## config.mk

```make
export PLATFORM = sky130hd
export DESIGN_NAME = rid_tracker
export DESIGN_NICKNAME = d
export VERILOG_FILES = /design/src/rtl/ddr_txn_pkg.sv /design/src/rtl/rid_rr_picker.sv /design/src/rtl/rid_tracker.sv
export SDC_FILE = /design/constraint.sdc
export NUM_CORES = 1
export LEC_CHECK = 0
export ABC_AREA = 1
export CAP_MARGIN = 20
export CORE_AREA = 2 2 76 78
export DETAILED_ROUTE_END_ITERATION = 7
export DIE_AREA = 0 0 78 80
export PLACE_DENSITY = 0.86
export SYNTH_ARGS = -nofsm -noshare
export SYNTH_HDL_FRONTEND = slang
export SYNTH_HIERARCHICAL = 1
export SYNTH_SLANG_ARGS = --single-unit
```

## constraint.sdc

```tcl
create_clock -name clk -period 2.05 [get_ports clk]
set_input_delay 0.615 -clock clk [delete_from_list [all_inputs] [get_ports clk]]
set_output_delay 0.615 -clock clk [all_outputs]
set_load 0.005 [all_outputs]
```

## src/rtl/ddr_txn_pkg.sv

```systemverilog
// Shared types and constants for the DDR transaction-ID bookkeeping blocks.
package ddr_txn_pkg;

    localparam int unsigned RID_W   = 2;
    localparam int unsigned IDX_W   = 3;
    localparam int unsigned NUM_RID = 4;

    typedef enum logic [1:0] {IDLE, SERVE, POP} rid_state_t;

    typedef logic [IDX_W-1:0] rid_idx_t;
    typedef logic [RID_W-1:0] rid_t;

endpackage

```

## src/rtl/rid_rr_picker.sv

```systemverilog
// Round-robin search: first present RID strictly after start_rid_i, ascending mod NUM_RID.
// start_rid_i itself is only chosen if it is the sole present RID.
module rid_rr_picker
    import ddr_txn_pkg::*;
(
    input  logic [NUM_RID-1:0] rid_present_i,
    input  logic [RID_W-1:0]   start_rid_i,
    output logic [RID_W-1:0]   next_rid_o,
    output logic               found_o
);

    logic [RID_W-1:0] cand;

    // Walk the ring starting one past start_rid_i; first hit wins.
    always_comb begin
        next_rid_o = '0;
        found_o    = 1'b0;
        cand       = '0;
        for (int k = 1; k <= NUM_RID; k++) begin
            cand = start_rid_i + RID_W'(k);
            if (!found_o && rid_present_i[cand]) begin
                next_rid_o = cand;
                found_o    = 1'b1;
            end
        end
    end

endmodule

```

## src/rtl/rid_tracker.sv

```systemverilog
// Transaction-ID bookkeeping in front of transaction_fifo: issues load/pop strobes,
// tracks each live RID's FIFO slot index and selects current_rid round-robin.
// Optional service watchdog enabled by defining RID_TIMEOUT_EN.
module rid_tracker
    import ddr_txn_pkg::RID_W, ddr_txn_pkg::IDX_W, ddr_txn_pkg::rid_idx_t,
           ddr_txn_pkg::rid_state_t, ddr_txn_pkg::IDLE, ddr_txn_pkg::SERVE, ddr_txn_pkg::POP;
#(
    parameter int unsigned DEPTH          = 8,
    parameter int unsigned NUM_RID        = 4,
    parameter int unsigned TIMEOUT_CYCLES = 256
) (
    input  logic             clk,
    input  logic             rst,
    input  logic             req_valid,
    input  logic [RID_W-1:0] req_rid,
    output logic             req_ready,
    input  logic             svc_done,
    output logic             load,
    output logic             pop,
    output logic [3:0]       rid_present,
    output logic [11:0]      rid_indexes,
    output logic [RID_W-1:0] current_rid,
    output logic             cur_valid,
    output logic [RID_W-1:0] popped_rid,
    output logic [2:0]       count,
    output logic             timeout
);

    // Never hold more live RIDs than the FIFO has slots.
    localparam int unsigned Cap = (DEPTH < NUM_RID) ? DEPTH : NUM_RID;

    rid_state_t       state_q, state_d;
    logic [3:0]       rid_present_q, rid_present_d;
    rid_idx_t         idx_q [4];
    rid_idx_t         idx_d [4];
    logic [2:0]       count_q, count_d;
    logic [RID_W-1:0] current_rid_q, current_rid_d;
    logic [RID_W-1:0] popped_rid_q, popped_rid_d;
    logic             pop_q, pop_d;
    logic             timeout_q, timeout_d;

    rid_idx_t         pop_idx;
    logic [3:0]       pick_present;
    logic [RID_W-1:0] pick_start;
    logic [RID_W-1:0] pick_rid;
    logic             pick_found;
    logic             rotate;

    // Accept gating; suppressed during reset since the FIFO is cleared on the same edge.
    always_comb begin
        req_ready = ~rid_present_q[req_rid] & (state_q != POP) & (count_q < 3'(Cap)) & ~rst;
        load      = req_valid & req_ready;
    end

    // One picker serves both post-pop selection (popped RID masked) and watchdog rotation.
    always_comb begin
        pick_start   = current_rid_q;
        pick_present = rid_present_q;
        if (state_q == POP) begin
            pick_start   = popped_rid_q;
            pick_present = rid_present_q & ~(4'b0001 << popped_rid_q);
        end
    end

    rid_rr_picker u_picker (
        .rid_present_i (pick_present),
        .start_rid_i   (pick_start),
        .next_rid_o    (pick_rid),
        .found_o       (pick_found)
    );

`ifdef RID_TIMEOUT_EN
    localparam logic [7:0] WdogMax = 8'(TIMEOUT_CYCLES - 1);

    logic [7:0] wdog_q, wdog_d;
    logic       unused_pick_found;

    assign unused_pick_found = pick_found;

    // Service watchdog: counts SERVE cycles without svc_done; saturates when nothing to rotate to.
    always_comb begin
        wdog_d = '0;
        rotate = 1'b0;
        if (state_q == SERVE && !svc_done) begin
            if (wdog_q != WdogMax) begin
                wdog_d = wdog_q + 8'd1;
            end else if (count_q > 3'd1) begin
                rotate = 1'b1;
            end else begin
                wdog_d = wdog_q;
            end
        end
    end

    // Watchdog register.
    always_ff @(posedge clk) begin
        if (rst) begin
            wdog_q <= '0;
        end else begin
            wdog_q <= wdog_d;
        end
    end
`else
    logic unused_cfg;

    assign rotate     = 1'b0;
    assign unused_cfg = (^TIMEOUT_CYCLES) ^ pick_found;
`endif

    // Index bookkeeping and FSM next state; load and pop are mutually exclusive by construction.
    always_comb begin
        state_d       = state_q;
        rid_present_d = rid_present_q;
        count_d       = count_q;
        current_rid_d = current_rid_q;
        popped_rid_d  = popped_rid_q;
        pop_d         = 1'b0;
        timeout_d     = 1'b0;
        pop_idx       = idx_q[popped_rid_q];
        for (int r = 0; r < 4; r++) begin
            idx_d[r] = idx_q[r];
        end

        if (load) begin
            // New entry enters at slot 0, everything else shifts back one.
            for (int r = 0; r < 4; r++) begin
                if (rid_present_q[r]) begin
                    idx_d[r] = idx_q[r] + 3'd1;
                end
            end
            idx_d[req_rid]         = '0;
            rid_present_d[req_rid] = 1'b1;
            count_d                = count_q + 3'd1;
        end else if (pop_q) begin
            // Entries behind the removed slot close the gap.
            for (int r = 0; r < 4; r++) begin
                if (rid_present_q[r] && idx_q[r] > pop_idx) begin
                    idx_d[r] = idx_q[r] - 3'd1;
                end
            end
            idx_d[popped_rid_q]         = '0;
            rid_present_d[popped_rid_q] = 1'b0;
            count_d                     = count_q - 3'd1;
        end

        case (state_q)
            IDLE: begin
                if (load) begin
                    state_d       = SERVE;
                    current_rid_d = req_rid;
                end
            end
            SERVE: begin
                if (svc_done) begin
                    state_d      = POP;
                    pop_d        = 1'b1;
                    popped_rid_d = current_rid_q;
                end else if (rotate) begin
                    current_rid_d = pick_rid;
                    timeout_d     = 1'b1;
                end
            end
            POP: begin
                if (count_q > 3'd1) begin
                    state_d       = SERVE;
                    current_rid_d = pick_rid;
                end else begin
                    state_d = IDLE;
                end
            end
            default: state_d = IDLE;
        endcase
    end

    // State registers with synchronous reset.
    always_ff @(posedge clk) begin
        if (rst) begin
            state_q       <= IDLE;
            rid_present_q <= '0;
            count_q       <= '0;
            current_rid_q <= '0;
            popped_rid_q  <= '0;
            pop_q         <= 1'b0;
            timeout_q     <= 1'b0;
            for (int r = 0; r < 4; r++) begin
                idx_q[r] <= '0;
            end
        end else begin
            state_q       <= state_d;
            rid_present_q <= rid_present_d;
            count_q       <= count_d;
            current_rid_q <= current_rid_d;
            popped_rid_q  <= popped_rid_d;
            pop_q         <= pop_d;
            timeout_q     <= timeout_d;
            for (int r = 0; r < 4; r++) begin
                idx_q[r] <= idx_d[r];
            end
        end
    end

    assign pop         = pop_q;
    assign rid_present = rid_present_q;
    assign rid_indexes = {idx_q[3], idx_q[2], idx_q[1], idx_q[0]};
    assign current_rid = current_rid_q;
    assign cur_valid   = (state_q == SERVE);
    assign popped_rid  = popped_rid_q;
    assign count       = count_q;
    assign timeout     = timeout_q;

endmodule

```

==> reports/metrics.yaml <==
cts_hold_buffers: 0
critPathKind: "flip-flop to flip-flop"
p_sw_w: 0.0009661
comb_power_share: 0.532
multiInputGateArea_mm2: 0.002083
drive_gt1_frac: 0.3087
power.leakage_nw: 1.838
endpoint_kind: "flip-flop"
io_buffers: 32
tritoncts: "yes"
met3_usage: 0.02941
die_y_um: 80
hold_path.class: "flip-flop to flip-flop"
drt_iter0_markers: 437
ios: 34
ant_nets: 0
hold_viol_final: 0
maxSlewViolCount: 0
ys.warnings.count: 6
start_kind: "flip-flop"
core_area_mm2: 0.005405
synth_cells: 438
power.density_mw_per_mm2: 609.6
outcome: "finished with violations"
irDropWorstVdd_mv: 0.3932
clk_latency_ns: 0.29
place_congestion: 0.9095
grt_use_met1: 0.3237
finalCritPeriodShare: 1.034
drc: 0
fin_tns_setup_ns: -0.1401
drtPass1Iterations: 5
grt_use_met2: 0.5103
antenna_cells: 0
start_util: 0.4975
numCtsBuffers: 3
finish.utilization: 0.7160
htreeDepth: 1
vias: 3492
worst_slew_pin_slew_ns: 0.5842
fillers: 419
grt_setup_unrepaired: "yes"
syn-num-nets: 466
violations: "negative setup slack"
top_usage_layer: "met2"
syn_area_mm2: 0.002689
die-area_mm2: 0.006240
required_ns: 2.25
maxCapViolCount: 0
fp.dieW_um: 78
seqPwrFrac: 0.271
cts_root_buf: "clkbuf_8"
clockBufferDepth: 2
grtUsageTotal: 0.2786
p_int_w: 0.001393
grt_pass1_vias: 3179
overflow: 0
syn_area_per_cell_um2: 6.139
seq_area_um2: 573.1
clk_pin_slew_worst_paths_ns: 0.11
wl_per_cell_um: 16.40
place_hpwl_mm: 5.947
period_needed_ns: 2.119
fin_ws_ns: -0.06938
pre_cts_ws_ns: -0.7736
arrival_ns: 2.32
area_growth_syn_to_layout_pct: 43.93
grt_max_degree: 22
fmax_ghz: 0.4718
finalSetupViolCount: 3
p_sw_frac: 0.4096
skew_ns: 0.006863
power_frac_clock: 0.196
wirelength_mm: 9.839
via_per_inst: 5.820
clock-sinks: 28
slew_headroom: 0.6101
nNetsFinal: 557
grt_antenna_before_repair: 0
grt_pass1_wl_mm: 14.04
rows: 27
path_max_fanout: 6
-- placed cells by master (no fill, tap or decap), types with 6 or more instances in the layout --
master	instances
nand2_1	78
nand3_1	61
buf_4	57
nor2_1	51
inv_1	49
clkdlybuf4s50_1	25
nand2_2	22
dfxtp_1	22
a21oi_1	20
ha_1	17
o21ai_0	14
o21ai_1	13
inv_2	9
nand3_2	8
buf_6	8
nor2_2	7
nand2_4	7
a21oi_2	6
-- stage by stage --
step	cell area, um2	hold WS [ns]	cells	power, W
4_1_cts	3542	0.5352	592	0.002111
2_1_floorplan	2689	0.5012	438	0.001269
6_report	3870	0.5704	600	0.002359
3_5_place_dp	3405	0.5102	584	0.001632
3_3_place_gp	3405	0.5034	584	0.001596
5_1_grt	3870	0.5885	600	0.002477
-- layer usage --
layer	part of all wire	vias up
met5	0	-
met4	0.061	0
met3	0.095	69
met2	0.46	255
met1	0.38	1578
li1	-	1590
-- timing repair --
item                       CTS  global route
resized for setup           43            80
pin swaps                    9            43
setup endpoints to repair   20            15
buffers inserted             4             8
-- worst max-delay path: stages, from the launching register on --
cell,delay (ns)
dfxtp_4,0.39
buf_6,0.13
o21ai_1,0.18
o21ai_2,0.15
ha_1,0.31
nand3_1,0.07
nand2_1,0.06
inv_2,0.08
nand2_2,0.07
nand2_1,0.07
nand2_1,0.05
nor2_1,0.11
o21ai_1,0.09
nor2_1,0.23
-- cell type report --
class                   count  area share
repair buffers             97      0.2108
multi-input cells         338      0.5383
well taps                  72     0.02328
flip-flops and latches     28      0.1481
inverters                  61     0.06111
clock inverters             1    0.007759
clock buffers               3     0.01067
-- registers in the layout, summed over array words and instances, names as in the netlist, named ones only --
register,cells
current_rid,2
count,3
state_q,2
popped_rid,2
idx_q,12
rid_present,4
pop,1
-- power groups by stage --
stage               Clock (W)  Sequential [W]  Combinational (W)
finish               0.000463        0.000640            0.00126
global route         0.000477        0.000645            0.00135
CTS                  0.000459        0.000630            0.00102
detailed placement          0        0.000641           0.000992
global placement            0        0.000639           0.000957
floorplan                   0        0.000655           0.000614
-- final timing paths --
kind | startpoint | endpoint | slack [ns] | cells after the start
worst max-delay path | flip-flop | idx_q[3][1] | -0.07 | 13
worst min-delay path | current_rid[1] | current_rid[1] | 0.57 | 2
worst max register to register | flip-flop | idx_q[3][1] | -0.07 | 13
worst min register to register | current_rid[1] | current_rid[1] | 0.57 | 2
Note: power is estimated with default switching activity, not from simulation.
